**config.mk**
```make
export PLATFORM = sky130hd
export DESIGN_NAME = alu
export DESIGN_NICKNAME = d
export VERILOG_FILES = /design/src/rtl/alu_pkg.sv /design/src/rtl/alu_mul_seq.sv /design/src/rtl/alu.sv
export SDC_FILE = /design/constraint.sdc
export NUM_CORES = 1
export LEC_CHECK = 0
export BUFFER_PORTS_ARGS = -buffer_cell sky130_fd_sc_hd__buf_2
export CAP_MARGIN = 25
export CORE_MARGIN = 3
export CORE_UTILIZATION = 33
export DETAILED_ROUTE_END_ITERATION = 8
export GPL_ROUTABILITY_DRIVEN = 0
export PLACE_DENSITY = 0.48
export SLEW_MARGIN = 0
export SYNTH_ARGS = -nofsm -noshare
export SYNTH_HDL_FRONTEND = slang
export SYNTH_SLANG_ARGS = --single-unit
```
**constraint.sdc**
```tcl
create_clock -name clk -period 6 [get_ports clk]
set_input_delay 0.3 -clock clk [delete_from_list [all_inputs] [get_ports clk]]
set_output_delay 0.3 -clock clk [all_outputs]
set_load 0.005 [all_outputs]
```
**src/rtl/alu_pkg.sv**
```systemverilog
// Shared definitions for the multi-cycle ALU: widths, opcodes and FSM states.
package alu_pkg;

  // Default operand width and the derived result width (room for a full product plus one).
  localparam int ALU_DW = 4;
  localparam int ALU_RW = 2 * ALU_DW + 1;

  // Opcode encoding as seen on the control input.
  typedef enum logic [1:0] {
    OP_ADD = 2'b00,
    OP_SUB = 2'b01,
    OP_MUL = 2'b10,
    OP_AND = 2'b11
  } alu_op_e;

  // Controller states. RST is held while reset is asserted and left on the first clock after.
  typedef enum logic [1:0] {
    ST_RST  = 2'b00,
    ST_IDLE = 2'b01,
    ST_EXEC = 2'b10
  } alu_state_e;

  // Only the multiply needs more than one execute cycle.
  function automatic logic is_multi_cycle(alu_op_e op);
    return (op == OP_MUL);
  endfunction

endpackage

```
**src/rtl/alu_mul_seq.sv**
```systemverilog
// Sequential shift-add multiplier: one multiplier bit per clock, LSB first.
// A start pulse loads the operands; exactly DW clocks later done pulses high for one
// cycle, and product carries the final sum during that cycle. product is only
// meaningful while done is high.
module alu_mul_seq
  import alu_pkg::*;
#(
  parameter int DW = ALU_DW,
  localparam int RW = 2 * DW + 1
) (
  input  logic          clk,
  input  logic          rst_n,
  input  logic          start,
  input  logic [DW-1:0] a,
  input  logic [DW-1:0] b,
  output logic          done,
  output logic [RW-1:0] product
);

  localparam int CW = $clog2(DW + 1);
  localparam logic [CW-1:0] LAST_CNT = CW'(DW - 1);

  logic [RW-1:0] acc_q, acc_d;
  logic [RW-1:0] mcand_q, mcand_d;
  logic [DW-1:0] mplier_q, mplier_d;
  logic [CW-1:0] cnt_q, cnt_d;
  logic          busy_q, busy_d;
  logic [RW-1:0] sum_next;

  // Next-state for the iteration registers; done and product are driven combinationally
  // so the caller can capture the finished product on the same edge as the last step.
  always_comb begin
    acc_d    = acc_q;
    mcand_d  = mcand_q;
    mplier_d = mplier_q;
    cnt_d    = cnt_q;
    busy_d   = busy_q;
    done     = 1'b0;
    sum_next = acc_q + (mplier_q[0] ? mcand_q : '0);
    product  = sum_next;

    if (start) begin
      acc_d    = '0;
      mcand_d  = {{(RW - DW){1'b0}}, a};
      mplier_d = b;
      cnt_d    = '0;
      busy_d   = 1'b1;
    end else if (busy_q) begin
      acc_d    = sum_next;
      mcand_d  = mcand_q << 1;
      mplier_d = mplier_q >> 1;
      if (cnt_q == LAST_CNT) begin
        cnt_d  = '0;
        busy_d = 1'b0;
        done   = 1'b1;
      end else begin
        cnt_d = cnt_q + CW'(1);
      end
    end
  end

  // Iteration registers; an asynchronous reset aborts any multiply in progress.
  always_ff @(posedge clk or negedge rst_n) begin
    if (!rst_n) begin
      acc_q    <= '0;
      mcand_q  <= '0;
      mplier_q <= '0;
      cnt_q    <= '0;
      busy_q   <= 1'b0;
    end else begin
      acc_q    <= acc_d;
      mcand_q  <= mcand_d;
      mplier_q <= mplier_d;
      cnt_q    <= cnt_d;
      busy_q   <= busy_d;
    end
  end

endmodule

```
**src/rtl/alu.sv**
```systemverilog
// Multi-cycle ALU: ADD/SUB/AND complete one clock after accept, MUL completes DW clocks
// after accept via the shift-add sub-module. result is registered and only changes
// when an operation completes.
//
// Handshake: an operation is accepted on a rising edge where valid=1 and ready=1.
// ready drops on that edge and rises again on the edge that writes the result, so
// ready high also means result holds the last completed operation. Inputs are ignored
// while ready is low, and a rising ready never coincides with an accept.
module alu
  import alu_pkg::*;
#(
  parameter int DW = ALU_DW,
  localparam int RW = 2 * DW + 1
) (
  input  logic          clk,
  input  logic          reset,
  input  logic [DW-1:0] data1,
  input  logic [DW-1:0] data2,
  input  logic [1:0]    control,
  input  logic          valid,
  output logic          ready,
  output logic [RW-1:0] result
);

  alu_state_e    state_q, state_d;
  logic          ready_q, ready_d;
  logic [RW-1:0] result_q, result_d;
  logic [DW-1:0] a_q, a_d;
  logic [DW-1:0] b_q, b_d;
  alu_op_e       op_q, op_d;

  logic          mul_start;
  logic          mul_done;
  logic [RW-1:0] mul_product;

  logic [RW-1:0] a_ext;
  logic [RW-1:0] b_ext;
  logic [RW-1:0] single_res;

  assign a_ext = {{(RW - DW){1'b0}}, a_q};
  assign b_ext = {{(RW - DW){1'b0}}, b_q};

  // The multiplier loads straight from the inputs on the accept edge so that its
  // DW iterations line up with the DW-cycle latency.
  alu_mul_seq #(
    .DW(DW)
  ) u_mul (
    .clk    (clk),
    .rst_n  (reset),
    .start  (mul_start),
    .a      (data1),
    .b      (data2),
    .done   (mul_done),
    .product(mul_product)
  );

  // Single-cycle datapath on the captured operands; SUB wraps in RW-bit two's complement.
  always_comb begin
    single_res = '0;
    case (op_q)
      OP_ADD:  single_res = a_ext + b_ext;
      OP_SUB:  single_res = a_ext - b_ext;
      OP_AND:  single_res = a_ext & b_ext;
      default: single_res = '0;
    endcase
  end

  // Controller: next state, operand capture, result update and ready generation.
  always_comb begin
    state_d   = state_q;
    ready_d   = ready_q;
    result_d  = result_q;
    a_d       = a_q;
    b_d       = b_q;
    op_d      = op_q;
    mul_start = 1'b0;

    case (state_q)
      ST_RST: begin
        state_d = ST_IDLE;
        ready_d = 1'b1;
      end

      ST_IDLE: begin
        if (valid) begin
          a_d       = data1;
          b_d       = data2;
          op_d      = alu_op_e'(control);
          mul_start = is_multi_cycle(alu_op_e'(control));
          ready_d   = 1'b0;
          state_d   = ST_EXEC;
        end
      end

      ST_EXEC: begin
        if (is_multi_cycle(op_q)) begin
          if (mul_done) begin
            result_d = mul_product;
            ready_d  = 1'b1;
            state_d  = ST_IDLE;
          end
        end else begin
          result_d = single_res;
          ready_d  = 1'b1;
          state_d  = ST_IDLE;
        end
      end

      default: begin
        state_d = ST_RST;
        ready_d = 1'b0;
      end
    endcase
  end

  // Controller registers; reset clears everything and aborts any operation at once.
  always_ff @(posedge clk or negedge reset) begin
    if (!reset) begin
      state_q  <= ST_RST;
      ready_q  <= 1'b0;
      result_q <= '0;
      a_q      <= '0;
      b_q      <= '0;
      op_q     <= OP_ADD;
    end else begin
      state_q  <= state_d;
      ready_q  <= ready_d;
      result_q <= result_d;
      a_q      <= a_d;
      b_q      <= b_d;
      op_q     <= op_d;
    end
  end

  assign ready  = ready_q;
  assign result = result_q;

endmodule

```
==> reports/qor.txt <==
outcome = finished, final reports clean
reg2reg start = u_mul.mplier_q[0]
die height = 96.7 microns
hold_ws = 96.0 ps
worst r2r dst = result[8]
max frequency = 404 MHz
Setup crit start = u_mul.mplier_q[0]
area grow syn2layout = 11.3%
Post-synth EDFFs = 0
CTS clk-pin slew, worst paths = 90 ps
Initial Util = 0.346
DIE AREA = 0.00936 sq mm
setup bufs post-CTS = 0
Std-Cell Rows = 32
Fin Setup TNS = 0 ps
met3 wire len = 176 microns
share of cells above drive strength 1 = 0.200
critical path, cell by cell = and2_1, ha_1, fa_1, a211oi_2, o21ai_2, a21oi_4, xnor3_1, o21ai_1
Crit Path Max Fanout = 11
Crit-path slowest cell = dfrtp_1
P per Cell Area = 483 mW/mm^2
ys flop type = dfrtp_1
Root Buffer = clkbuf_8
period utilization = 0.412
Power Total = 1.46 mW
Synth Warn # = 0
Final Net Count = 317
CTS Hold Bufs = 0
Slew @ Worst Pin = 1030 ps
VDD IR-drop max = 0.153 mV
pre-CTS setup slack = 3530 ps
count of state elements after synthesis = 47
Slew Viols, Final = 0
Seq/Total Area, Yosys = 0.433
crit path DAT = 2700 ps
main combinational cell family by area after synthesis = multiplexers
fin crit period = 2470 ps
CTS tree = built
Routed Antenna Nets = 0
max cap viols = 0
Max H-tree Level = 2
Reg2Reg Setup Slack = 3530 ps
wire per inst = 14.7 microns
post-synthesis simple-gate area fraction = 0.134
worst path required time = 6230 ps
routed wl met2 = 2340 microns
Resize count post-CTS = 0
M1 WL = 3130 microns
Post-Synthesis Cells = 263
vias in the first global route = 1860
Die W = 96.7 microns
Leak Pwr = 1.41 nW
reg2reg path depth = 8
# clock sinks = 47
# setup viols final = 0
RSZ-0062 raised after global routing = false
core area = 0.00785 sq mm
Via Count = 1898
Synth Area per Inst = 10.3 sq um
first-pass GRT wire length = 9610 microns
Slew headroom = 0.314
DRC Markers = 0
Final Hold Viols = 0
Worst Path Class, Setup = reg -> reg
Net Count, Synth = 296
Netlist Area Pre-Place = 0.00272 sq mm
DPL Wire Length = 4190 microns
num ports = 23
uppermost layer routed = met4
Compound-Gate Fraction of Synth Area = 0.134
Hold Path Class = in -> async
mux cell area share after synthesis = 0.140
crit-path max cell delay = 500 ps
Synth Area in XOR/XNOR = 0.0244
count of input and output buffers = 22
n_diodes = 0
total grt overflow = 0
TritonRoute pass-1 iters = 4
Final Skew = 4.32 ps
largest net degree at the start of global routing = 48
overall routed net length = 5670 microns
initial antenna violation count = 0
GRT Util Overall = 0.126
maximum clock path buffer count = 2
CP Launch Type = register
Critical Path End = result[8]
DR iter-0 viols = 77
Setup crit end kind = register
total CTS buffers = 5
Via density = 4.90
Synth Area in Adders = 0.100
Cell variety after synth = 41
async set-reset flop share out of synthesis = 1.00
final worst setup slack = 3530 ps
Clock Latency Late Sink = 300 ps
==> cell families after synthesis <==
group,after synthesis
DFF,47
xor gates and xnor gates,6
muxes,35
and+or+nand+nor,75
AOI/OAI and AO/OA,56
buffers and inverters,24
adders and majority gates,20
==> final cells by class <==
type                       instances  area (sq um)
fill                             807          4820
multi-input combinational        192          1450
sequential                        47          1180
timing repair buffer              25           133
tap                              102           128
clock buffer                       5          68.8
inverter                          13          48.8
clock inverter                     3          20.0
==> synth_stat cells (2+ instances only) <==
cell / number / share of area
o21a_1: 3 / 0.0083
a31o_2: 2 / 0.0064
buf_1: 3 / 0.0041
and2_1: 9 / 0.021
nand2b_1: 5 / 0.012
xnor2_1: 4 / 0.013
nand3_1: 3 / 0.0055
mux2i_1: 21 / 0.077
nor2_1: 22 / 0.030
dfrtp_1: 47 / 0.43
buf_2: 5 / 0.0092
a31oi_1: 3 / 0.0069
a211oi_2: 2 / 0.0092
nor3b_1: 3 / 0.0083
a211oi_1: 2 / 0.0055
mux2_2: 13 / 0.054
o211ai_1: 2 / 0.0055
nor2b_1: 4 / 0.0092
nand2_1: 23 / 0.032
a21oi_1: 14 / 0.026
inv_1: 13 / 0.018
o21ai_0: 18 / 0.033
ha_1: 17 / 0.078
nand3b_1: 3 / 0.0083
fa_1: 3 / 0.022
a21o_1: 2 / 0.0055
clkbuf_1: 3 / 0.0041
==> worst min path at each step <==
stage          startpoint                to  slack [ps]  cells past startpoint
6_report            reset  u_mul.mcand_q[7]         100                      2
5_1_grt             reset  u_mul.mcand_q[6]         140                      2
4_1_cts             reset            a_q[3]         120                      2
3_5_place_dp        reset  u_mul.mcand_q[7]         450                      2
3_3_place_gp        reset    u_mul.cnt_q[1]         450                      2
2_1_floorplan       reset            a_q[0]           4                      0
==> layer usage <==
metal	global-route usage	up-vias
li1	-	953
met1	0.196	916
met2	0.179	25
met3	0.0274	4
met4	0.0227	0
met5	0	-
==> flip-flops by register name, indices dropped and copies added (netlist names) <==
register,flops
u_mul.acc_q,9
ready,1
u_mul.mcand_q,9
b_q,4
result,9
a_q,4
u_mul.mplier_q,4
op_q,2
u_mul.cnt_q,3
u_mul.busy_q,1
state_q,1
==> stage by stage <==
step	utilization	instance area (sq um)	instances
floorplan	-	2720	263
finish	0.385	3020	387
global route	0.385	3020	387
detailed placement	0.374	2940	379
CTS	0.385	3020	387
global placement	0.374	2940	379
==> power by group <==
group	switching [mW]	internal [mW]	total, mW
Sequential	0.122	0.449	0.571
Clock	0.113	0.0813	0.194
Combinational	0.355	0.340	0.695
==> cells in the final DEF (no fill, tap or decap), types with 2 or more instances in the layout <==
| master | n |
|---|---|
| dfrtp_1 | 47 |
| nand2_1 | 23 |
| nor2_1 | 22 |
| buf_2 | 22 |
| mux2i_1 | 21 |
| o21ai_0 | 18 |
| ha_1 | 17 |
| a21oi_1 | 14 |
| inv_1 | 13 |
| mux2_2 | 13 |
| and2_1 | 9 |
| nand2b_1 | 5 |
| clkbuf_8 | 5 |
| xnor2_1 | 4 |
| nor2b_1 | 4 |
| nand3_1 | 3 |
| o21a_1 | 3 |
| a31oi_1 | 3 |
| nand3b_1 | 3 |
| fa_1 | 3 |
| buf_4 | 3 |
| a211oi_2 | 2 |
| a21o_1 | 2 |
| nor3b_1 | 2 |
| a31o_2 | 2 |
| a211oi_1 | 2 |
| o211ai_1 | 2 |
| clkinvlp_4 | 2 |
==> worst max-delay path: cells and delay by family, from the launching register on <==
kind / cells / cell delay (ps)
fa+ha+maj: 2 / 630
simple gates: 1 / 190
xor+xnor: 1 / 310
compound gates: 4 / 760
flops: 1 / 500
(Power assumes the default switching activity.)
